**config.mk**
```make
export PLATFORM = sky130hd
export DESIGN_NAME = elastic_fifo
export DESIGN_NICKNAME = d
export VERILOG_FILES = /design/src/rtl/elastic_fifo.sv
export SDC_FILE = /design/constraint.sdc
export NUM_CORES = 1
export LEC_CHECK = 0
export BUFFER_PORTS_ARGS = -buffer_cell sky130_fd_sc_hd__buf_2
export CAP_MARGIN = 10
export CORE_MARGIN = 3
export CORE_UTILIZATION = 61
export DETAILED_ROUTE_END_ITERATION = 10
export PLACE_DENSITY = 0.85
export SLEW_MARGIN = 20
export SYNTH_ARGS = -nofsm -noshare
export SYNTH_HDL_FRONTEND = slang
export SYNTH_SLANG_ARGS = --single-unit
```
**constraint.sdc**
```tcl
create_clock -name clk_i -period 3.01 [get_ports clk_i]
set_input_delay 0 -clock clk_i [delete_from_list [all_inputs] [get_ports clk_i]]
set_output_delay 0 -clock clk_i [all_outputs]
set_load 0.03 [all_outputs]
```
**src/rtl/elastic_fifo.sv**
```systemverilog
// elastic_fifo: first-word-fall-through ready/valid FIFO with a registered occupancy count
module elastic_fifo #(
  parameter int width_p = 8,
  parameter int depth_p = 16
) (
  input  logic                         clk_i,
  input  logic                         reset_ni,
  input  logic [width_p-1:0]           data_i,
  input  logic                         valid_i,
  output logic                         ready_o,
  output logic                         valid_o,
  output logic [width_p-1:0]           data_o,
  input  logic                         ready_i,
  output logic [$clog2(depth_p+1)-1:0] count_o
);
  localparam int ptr_width_lp = $clog2(depth_p) + 1;
  localparam int idx_width_lp = $clog2(depth_p);
  localparam int count_width_lp = $clog2(depth_p + 1);
  logic [width_p-1:0] mem [depth_p];
  logic [ptr_width_lp-1:0] wr_ptr, rd_ptr;
  logic empty, full, push, pop;
  // the wrap bit distinguishes full from empty when the indices coincide
  assign empty = wr_ptr == rd_ptr;
  assign full = (wr_ptr[idx_width_lp-1:0] == rd_ptr[idx_width_lp-1:0]) &&
                (wr_ptr[ptr_width_lp-1] != rd_ptr[ptr_width_lp-1]);
  assign ready_o = ~full && reset_ni;
  assign valid_o = ~empty;
  assign data_o = mem[rd_ptr[idx_width_lp-1:0]];
  assign push = valid_i && ready_o;
  assign pop = valid_o && ready_i;
  always_ff @(posedge clk_i) begin
    if (push) mem[wr_ptr[idx_width_lp-1:0]] <= data_i;
  end
  always_ff @(posedge clk_i or negedge reset_ni) begin
    if (!reset_ni) begin
      wr_ptr <= '0;
      rd_ptr <= '0;
      count_o <= '0;
    end else begin
      if (push) wr_ptr <= wr_ptr + ptr_width_lp'(1);
      if (pop) rd_ptr <= rd_ptr + ptr_width_lp'(1);
      count_o <= (push && !pop) ? count_o + count_width_lp'(1) :
                 (pop && !push) ? count_o - count_width_lp'(1) : count_o;
    end
  end
endmodule
```
Yosys cells after proc, flatten, opt, wreduce, memory -nomap -nowiden
Memories as Yosys holds them, arrays and structs flattened.
Cells that the tools add are included.

storage, ports and cells
  register bits after elaboration = 15
  RAM bits = 128
  output and inout bits = 15
  memories kept = 1

operators by class
  add/sub/neg operators = 4
  equal/unequal tests = 3
  mux-type cells = 4
  bitwise logic cells = 2
  reduce and logical (&&, ||, !) cells = 9

memories
  name  depth  bits a word  read ports  clocked after memory_dff  write ports  line  source
  mem   16     8            1           0                         1            19    logic [width_p-1:0] mem [depth_p];

operator list
  operator                                                            count
  5-bit by 1-bit adder with 5-bit output, second input constant       3
  5-bit two-way mux                                                   2
  1-bit logical AND                                                   6
  5-bit == test                                                       1
  5-bit by 1-bit subtractor with 5-bit output, second input constant  1
  4-bit == test                                                       1
  1-bit logical NOT                                                   2
  1-bit two-way mux                                                   2
  1-bit inverter                                                      2
  2-bit nonzero test                                                  1
  1-bit != test                                                       1

Depth between registers and ports, before layout
Gate-level depths: netlist (run 1).

  depth in word-level cells = 9
  mapped depth = 12
  mapped depth without buffers = 11

Worst setup path before layout (run 1)
Ideal clock, no wire load.

  path kind = register to register
  start = register rd_ptr[1]
  end = register count_o[4]
  library setup time = 0.081 ns
  data arrival time = 2.567 ns
  data required time = 2.929 ns
  slack = 0.362 ns
  stages on the path, launching flop included = 13
  buffers on the path = 2
  period minus slack after synthesis = 2.648 ns
  cell sequence = dfrtp_1 -> buf_2 -> xor2_1 -> nor4_4 -> a21oi_2 -> buf_6 -> ha_1 -> inv_1 -> ha_1 -> a21o_1 -> a21oi_1 -> mux2i_1 -> xnor2_1

between the ends
  longest elaborated chain between the ends = 8
  elaborated cells on any way between the ends = 14
  those cells by class = eq/ne (2); mux (1); bitwise (2); reduce/logical (9)

ends and longest elaborated chain
  what                                 line  source
  from (decl)                          20    logic [ptr_width_lp-1:0] wr_ptr, rd_ptr;
  from (signal assigned)               41    if (pop) rd_ptr <= rd_ptr + ptr_width_lp'(1);
  4-bit == test (*)                    24    assign full = (wr_ptr[idx_width_lp-1:0] == rd_ptr[idx_width_lp-1:0]) &&
  1-bit logical AND (*)                24
  1-bit inverter (*)                   26    assign ready_o = ~full && reset_ni;
  1-bit logical AND (*)                26
  1-bit logical AND (*)                29    assign push = valid_i && ready_o;
  net push                             21    logic empty, full, push, pop;
  1-bit logical NOT                    43    (pop && !push) ? count_o - count_width_lp'(1) : count_o;
  1-bit logical AND                    43
  2-bit nonzero test (no source line)  --
  to (signal assigned)                 42    count_o <= (push && !pop) ? count_o + count_width_lp'(1) :
  to (decl)                            14    output logic [$clog2(depth_p+1)-1:0] count_o

The timed path passes the listed nets; every way through them passes the cells marked *.
A chain may end at the register's enable or synchronous reset.

Final worst setup path (run 1)
  start = register wr_ptr[3]
  end = register count_o[4]

between the ends
  longest elaborated chain between the ends = 8
  elaborated cells on any way between the ends = 14
  those cells by class = eq/ne (2); mux (1); bitwise (2); reduce/logical (9)

ends and longest elaborated chain
  what                                 line  source
  from (decl)                          20
  from (signal assigned)               40    if (push) wr_ptr <= wr_ptr + ptr_width_lp'(1);
  4-bit == test                        24
  1-bit logical AND                    24
  1-bit inverter                       26
  1-bit logical AND                    26
  1-bit logical AND                    29
  1-bit logical NOT                    43
  1-bit logical AND                    43
  2-bit nonzero test (no source line)  --

Parallel ways exist; a longest one is shown, timed or not.

==> metrics, run 1 <==
status finished, final reports clean; insertion delay to the later sink of the worst-skew pair between 0.5 and 0.6 ns; number of maximum-capacitance constraint violations 0; Post-Syn Area per Cell 18.5 um2; most frequent cells in the layout sky130_fd_sc_hd__edfxtp_1 (128), sky130_fd_sc_hd__buf_2 (26), sky130_fd_sc_hd__mux2i_1 (25), sky130_fd_sc_hd__mux4_2 (24), sky130_fd_sc_hd__clkbuf_16 (16); count of yosys warnings during synthesis 0; wire length reported by the detailed router 11,400 um; sum of internal, switching and leakage power 6660 uW; Final Setup Violations 0; net count of the mapped netlist 344; maximum number of pins on one net before global-route repair 44; count of cell types in the netlist 37; internal cell power 4290 uW; global-route wire length before repair between 15,000 and 20,000 um; number of buffer cells added on primary ports 26; HPWL after DPL 6880 um; portion of total power attributed to combinational logic 0.352; setup repair after global routing missed its margin no; effective utilization at floorplan 0.635; combined buffer and inverter count along the critical path 2; diode insertion count for antenna repair 0; number of DRC violations after detailed-routing iteration 0 285; Max Buffers Root-to-Sink 2; kind of capture point of the worst setup path flip-flop; switching portion of total power 0.356; arrival time of the worst setup path approximately 3.3 ns; Layout Area Growth over Synthesis 14.8%; drt pass-1 iters 5; die area 0.0110 mm2; Critical Path Max Stage Delay 0.46 ns; overflow left after global routing 0; Final Hold Violating Endpoints 0; slew margin rel. 0.559; number of cells on the worst hold path 5; pwr/cell area 975 mW/mm2; H-Tree Depth 4; average wire per cell in the routed design 22.2 um; Max stage delay cell, worst path sky130_fd_sc_hd__dfrtp_1; instance count on the critical path 11; startpoint class of the critical path flip-flop; Total Negative Setup Slacks 0 ns; series of cell instances along the critical path xor2_1 -> nor4_4 -> buf_4 -> a21oi_2 -> ha_1 -> inv_1 -> ha_1 -> a21o_1 -> a21oi_1 -> mux2i_1 -> xnor2_1; fraction of power consumed by sequential logic 0.379; via count of the first global-routing pass ~3.3k; total number of vias roughly 3.2k; Die Y around 100 um; TritonCTS clock tree done; time the worst path needs with I/O delays and setup 2.82 ns; most common cell after layout, fill and taps aside sky130_fd_sc_hd__edfxtp_1; clock buffer count from CTS 17; number of storage elements in the synthesis netlist 143; cell repeated most along the worst path sky130_fd_sc_hd__ha_1; leakage power 0.00244 uW; CP delay by family, top adder cells; fin nets a little under 400; peak fanout along the critical path 12; Final Core Density 0.729; data required time at the worst endpoint between 3 and 4 ns; Via density 6.20; total net switching power 2370 uW; Die Span X 105 um; final weighted congestion in routability-driven placement 0.826; remaining number of nets flagged by the antenna check after routing 0; initial antenna violation count 0; total global routing track utilization 0.224; worst vdd rail ir drop 0.000835 V; Ports 27; sequential fraction of the synthesis area 0.709; area of the core between 0.009 and 0.01 mm2; netlist area before placement approximately 0.0059 mm2; number of standard-cell rows in the floorplan 35; number of remaining DRC errors 0; r2r worst-path depth 11; critical setup path kind flip-flop to flip-flop; part of the total power dissipated in the clock network 0.270; fraction of the cycle the final worst path needs 0.936; Clock Root Buffer sky130_fd_sc_hd__clkbuf_8; fin. max-slew vios 0; clock sinks 143; type of the worst min-delay path input port to flip-flop; worst-case clock skew slightly above 0.006 ns; share of layout cells above drive strength 1 0.251; actual slew at the worst max-slew pin around 0.66 ns; Clock transition at path regs 0.06 ns; synthesized netlist cell count around 320; achievable frequency around 0.35 GHz
-- cells in the mapped netlist --
cell	number	area (um2)
sky130_fd_sc_hd__inv_1	6	22.5
sky130_fd_sc_hd__nor4_4	1	21.3
sky130_fd_sc_hd__ha_1	9	113
sky130_fd_sc_hd__a21oi_1	6	30.0
sky130_fd_sc_hd__xnor2_1	6	52.6
sky130_fd_sc_hd__nor3b_1	1	7.51
sky130_fd_sc_hd__buf_4	4	30.0
sky130_fd_sc_hd__a211o_1	1	8.76
sky130_fd_sc_hd__and2_1	5	31.3
sky130_fd_sc_hd__and3_1	12	75.1
sky130_fd_sc_hd__a32oi_1	8	70.1
sky130_fd_sc_hd__mux2i_1	25	250
sky130_fd_sc_hd__nand4_1	2	12.5
sky130_fd_sc_hd__a211oi_1	1	7.51
sky130_fd_sc_hd__o21ai_0	10	50.1
sky130_fd_sc_hd__nor2_1	4	15.0
sky130_fd_sc_hd__edfxtp_1	128	3840
sky130_fd_sc_hd__a21o_1	2	15.0
sky130_fd_sc_hd__nor2b_1	2	12.5
sky130_fd_sc_hd__buf_6	3	33.8
sky130_fd_sc_hd__buf_2	3	15.0
sky130_fd_sc_hd__mux4_2	24	541
sky130_fd_sc_hd__mux2_2	3	33.8
sky130_fd_sc_hd__dfrtp_1	15	375
sky130_fd_sc_hd__nand2_1	6	22.5
sky130_fd_sc_hd__and2b_1	1	7.51
sky130_fd_sc_hd__buf_1	2	7.51
sky130_fd_sc_hd__xor2_1	10	87.6
sky130_fd_sc_hd__a21boi_2	1	11.3
sky130_fd_sc_hd__a21boi_0	1	7.51
sky130_fd_sc_hd__clkbuf_1	4	15.0
sky130_fd_sc_hd__a22oi_1	8	60.1
sky130_fd_sc_hd__nor3_1	1	5.00
sky130_fd_sc_hd__fa_1	1	20.0
sky130_fd_sc_hd__o311ai_0	1	8.76
sky130_fd_sc_hd__nand3_1	4	20.0
sky130_fd_sc_hd__a21oi_2	1	8.76
-- area by class of cell --
type	instances	area (um2)
Sequential cell	143	4220
Fill cell	560	2540
Multi-Input combinational cell	157	1610
Clock buffer	18	418
Timing Repair Buffer	45	303
Tap cell	129	161
Clock inverter	14	96.3
Inverter	6	22.5
-- per-stage QoR --
step                      setup slack, ns  hold slack, ns  area, um2  cells
after floorplan                     0.362          -0.296       5950    322
after global placement              0.350         -0.0179       6190    468
after detailed placement            0.238         -0.0163       6190    468
after CTS                           0.156           0.380       6830    512
after global routing              0.00989           0.416       6830    512
final                               0.192           0.415       6830    512
-- logic make-up (layout without fill, tap and decap cells) --
| kind of cell | after synthesis | after routing | share of synthesized area |
|---|---|---|---|
| DFF | 143 | 143 | 0.709 |
| muxes | 52 | 52 | 0.139 |
| AOI/OAI and AO/OA | 40 | 40 | 0.0467 |
| and+or+nand+nor | 39 | 39 | 0.0387 |
| buffers and inverters | 22 | 83 | 0.0208 |
| xor gates and xnor gates | 16 | 16 | 0.0236 |
| adders and majority gates | 10 | 10 | 0.0223 |
-- timing repair --
action,4_1_cts,5_1_grt
buffers inserted,0,0
endpoints found under the hold margin,150,0
hold buffers,12,0
gates resized for setup,0,1
endpoints found under the setup margin,0,1
-- power groups by stage --
stage,sequential [uW],combinational (uW),clock (uW)
final,2520,2340,1800
after global routing,2550,2520,1920
after CTS,2520,2340,1820
after detailed placement,2560,2290,0
after global placement,2540,2250,0
after floorplan,2580,1730,0
-- sequential cells by signal, indices dropped and copies added (netlist names) --
signal   flops
count_o      5
wr_ptr       5
mem        128
rd_ptr       5
-- final timing paths --
check / start / endpoint / slack (ns)
min: ready_i / rd_ptr[2]$_DFFE_PN0P_ / 0.42
min reg2reg: count_o[4]$_DFFE_PN0P_ / count_o[4]$_DFFE_PN0P_ / 0.49
min in group asynchronous: reset_ni / rd_ptr[2]$_DFFE_PN0P_ / 0.53
max: wr_ptr[3]$_DFFE_PN0P_ / count_o[4]$_DFFE_PN0P_ / 0.19
max reg2reg: wr_ptr[3]$_DFFE_PN0P_ / count_o[4]$_DFFE_PN0P_ / 0.19
max in group asynchronous: reset_ni / rd_ptr[1]$_DFFE_PN0P_ / 2.27
-- per-layer routing --
layer	wire (um)	track usage	vias up	share of wire
met3	826	0.0642	22	0.073
met5	0	0	-	0
li1	-	-	1388	-
met2	5840	0.358	179	0.51
met4	212	0.0694	0	0.019
met1	4490	0.302	1586	0.39
-- worst min-delay path, cell delays in order --
cell,delay [ns]
sky130_fd_sc_hd__dlygate4sd3_1,0.54
sky130_fd_sc_hd__buf_2,0.14
sky130_fd_sc_hd__nand2_1,0.05
sky130_fd_sc_hd__a21oi_1,0.04
sky130_fd_sc_hd__xnor2_1,0.12
(Power assumes the default switching activity.)
==> run 2, diff against run 1 <==
clock period = 3.1 ns   (was 3.01 ns; I/O delays follow)
==> metrics, run 2 (same netlist as run 1, synthesis figures left out) <==
Die Y 105 um; pwr/cell area 970 mW/mm2; remaining number of nets flagged by the antenna check after routing 0; clock sinks 143; worst setup timing slack at the placement stage 0.283 ns; HPWL after DPL between 7000 and 8000 um; number of DRC violations after detailed-routing iteration 0 304; achievable frequency 0.350 GHz; average wire per cell in the routed design 22.4 um; Final Hold Violating Endpoints 0; final weighted congestion in routability-driven placement 0.874; insertion delay to the later sink of the worst-skew pair 0.51 ns; total global routing track utilization 0.227; hold_ws 0.434 ns; status finished, final reports clean; sum of internal, switching and leakage power 6670 uW; least setup slack across all paths after layout between 0.2 and 0.25 ns; number of cells on the worst hold path 2; Critical Path Max Stage Delay 0.65 ns; number of buffer cells added on primary ports 26; Clock Root Buffer sky130_fd_sc_hd__clkbuf_8; most common cell after layout, fill and taps aside sky130_fd_sc_hd__edfxtp_1; setup repair after global routing missed its margin no; data required time at the worst endpoint 3.10 ns; overflow left after global routing 0; effective utilization at floorplan 0.635; r2r worst-path depth 11; most frequent cells in the layout sky130_fd_sc_hd__edfxtp_1 (128), sky130_fd_sc_hd__buf_2 (26), sky130_fd_sc_hd__mux2i_1 (25), sky130_fd_sc_hd__mux4_2 (24), sky130_fd_sc_hd__clkbuf_16 (16); Clock transition at path regs about 0.060 ns; Die Span X 105 um; number of maximum-capacitance constraint violations 0; actual slew at the worst max-slew pin between 0.7 and 0.8 ns; fin. max-slew vios 0; number of remaining DRC errors 0; type of the worst min-delay path input port to flip-flop; clock buffer count from CTS 17; H-Tree Depth 4; Final Setup Violations 0; Max stage delay cell, worst path sky130_fd_sc_hd__nor2b_1; Routed met3 length roughly 690 um; area of the core 0.00937 mm2; DR top layer met4; Max Buffers Root-to-Sink 2; portion of total power attributed to combinational logic 0.342; part of the total power dissipated in the clock network 0.292; slew margin rel. 0.500; fraction of the cycle the final worst path needs 0.923; peak fanout along the critical path 28; post-route cell area 0.00688 mm2; via count of the first global-routing pass approximately 3.3k; global-route wire length before repair about 18,000 um; Via density 6.10; startpoint class of the critical path flip-flop; worst vdd rail ir drop 0.000785 V; total net switching power 2330 uW; flip-flop count of the largest register after layout 128; TritonCTS clock tree done; diode insertion count for antenna repair 0; switching portion of total power 0.349; total number of vias 3,117; arrival time of the worst setup path 2.86 ns; count of instances resized after the clock tree is built 0; die area approximately 0.011 mm2; kind of capture point of the worst setup path output pin; Ports 27; leakage power 0.00246 uW; post-detailed-placement cell area 0.00619 mm2; worst-case clock skew 0.00786 ns; Total Negative Setup Slacks 0 ns; fraction of power consumed by sequential logic 0.366; share of layout cells above drive strength 1 0.246; critical setup path kind flip-flop to output pin; fin nets between 300 and 400; initial antenna violation count 0; drt pass-1 iters 4; series of cell instances along the critical path buf_4 -> nor2b_1 -> a22oi_1 -> a32oi_1 -> o21ai_0 -> buf_2; internal cell power 4340 uW; met1 layer wirelength in the final routing 4620 um; number of standard-cell rows in the floorplan 35; wire length reported by the detailed router around 11,000 um; Layout Area Growth over Synthesis 15.6%; maximum number of pins on one net before global-route repair 44; time the worst path needs with I/O delays and setup between 2 and 3 ns; WL met2 5910 um
## run 2: path summary, 6_finish.rpt
path / start / end / slack [ns]
max: rd_ptr[0]$_DFFE_PN0P_ / data_o[5] / 0.24
min: data_i[4] / mem[0][4]$_DFFE_PP_ / 0.43
max reg2reg: wr_ptr[3]$_DFFE_PN0P_ / count_o[4]$_DFFE_PN0P_ / 0.29
min reg2reg: count_o[4]$_DFFE_PN0P_ / count_o[4]$_DFFE_PN0P_ / 0.47
max in group asynchronous: reset_ni / rd_ptr[1]$_DFFE_PN0P_ / 1.90
min in group asynchronous: reset_ni / count_o[2]$_DFFE_PN0P_ / 0.70
## run 2: power by group through the flow
stage          clock [uW]  sequential (uW)  combinational (uW)
3_3_place_gp            0             2460                2180
2_1_floorplan           0             2500                1680
4_1_cts              1970             2440                2280
6_report             1950             2440                2280
5_1_grt              2050             2470                2440
3_5_place_dp            0             2480                2250
## run 2: timing repair
| item | CTS | global route |
|---|---|---|
| buffers inserted | 0 | 0 |
| endpoints found under the setup margin | 0 | 0 |
| hold buffers | 12 | 0 |
| endpoints found under the hold margin | 150 | 0 |
## run 2: per-stage QoR
| stage | instances | util |
|---|---|---|
| after floorplan | 322 | - |
| after global placement | 467 | 0.660 |
| after detailed placement | 467 | 0.660 |
| after CTS | 511 | 0.734 |
| after global routing | 511 | 0.734 |
| final | 511 | 0.734 |
## run 2: area by class of cell
cell class / instances / area [um2]
clock buffers: 17 / 414
clock inverters: 15 / 158
fillers: 555 / 2490
inverters: 6 / 22.5
multi-input cells: 157 / 1610
flip-flops and latches: 143 / 4220
well taps: 129 / 161
repair buffers: 44 / 295
## run 2: critical path: cells and delay by family, from the launching register on
kind / cells / cell delay, ns
AOI/OAI and AO/OA: 3 / 0.74
buffers and inverters: 2 / 0.53
DFF: 1 / 0.42
and+or+nand+nor: 1 / 0.65
## run 2: metal layers
| metal | track usage | vias up |
|---|---|---|
| li1 | - | 1384 |
| met1 | 0.302 | 1581 |
| met2 | 0.369 | 133 |
| met3 | 0.0568 | 19 |
| met4 | 0.0797 | 0 |
| met5 | 0 | - |
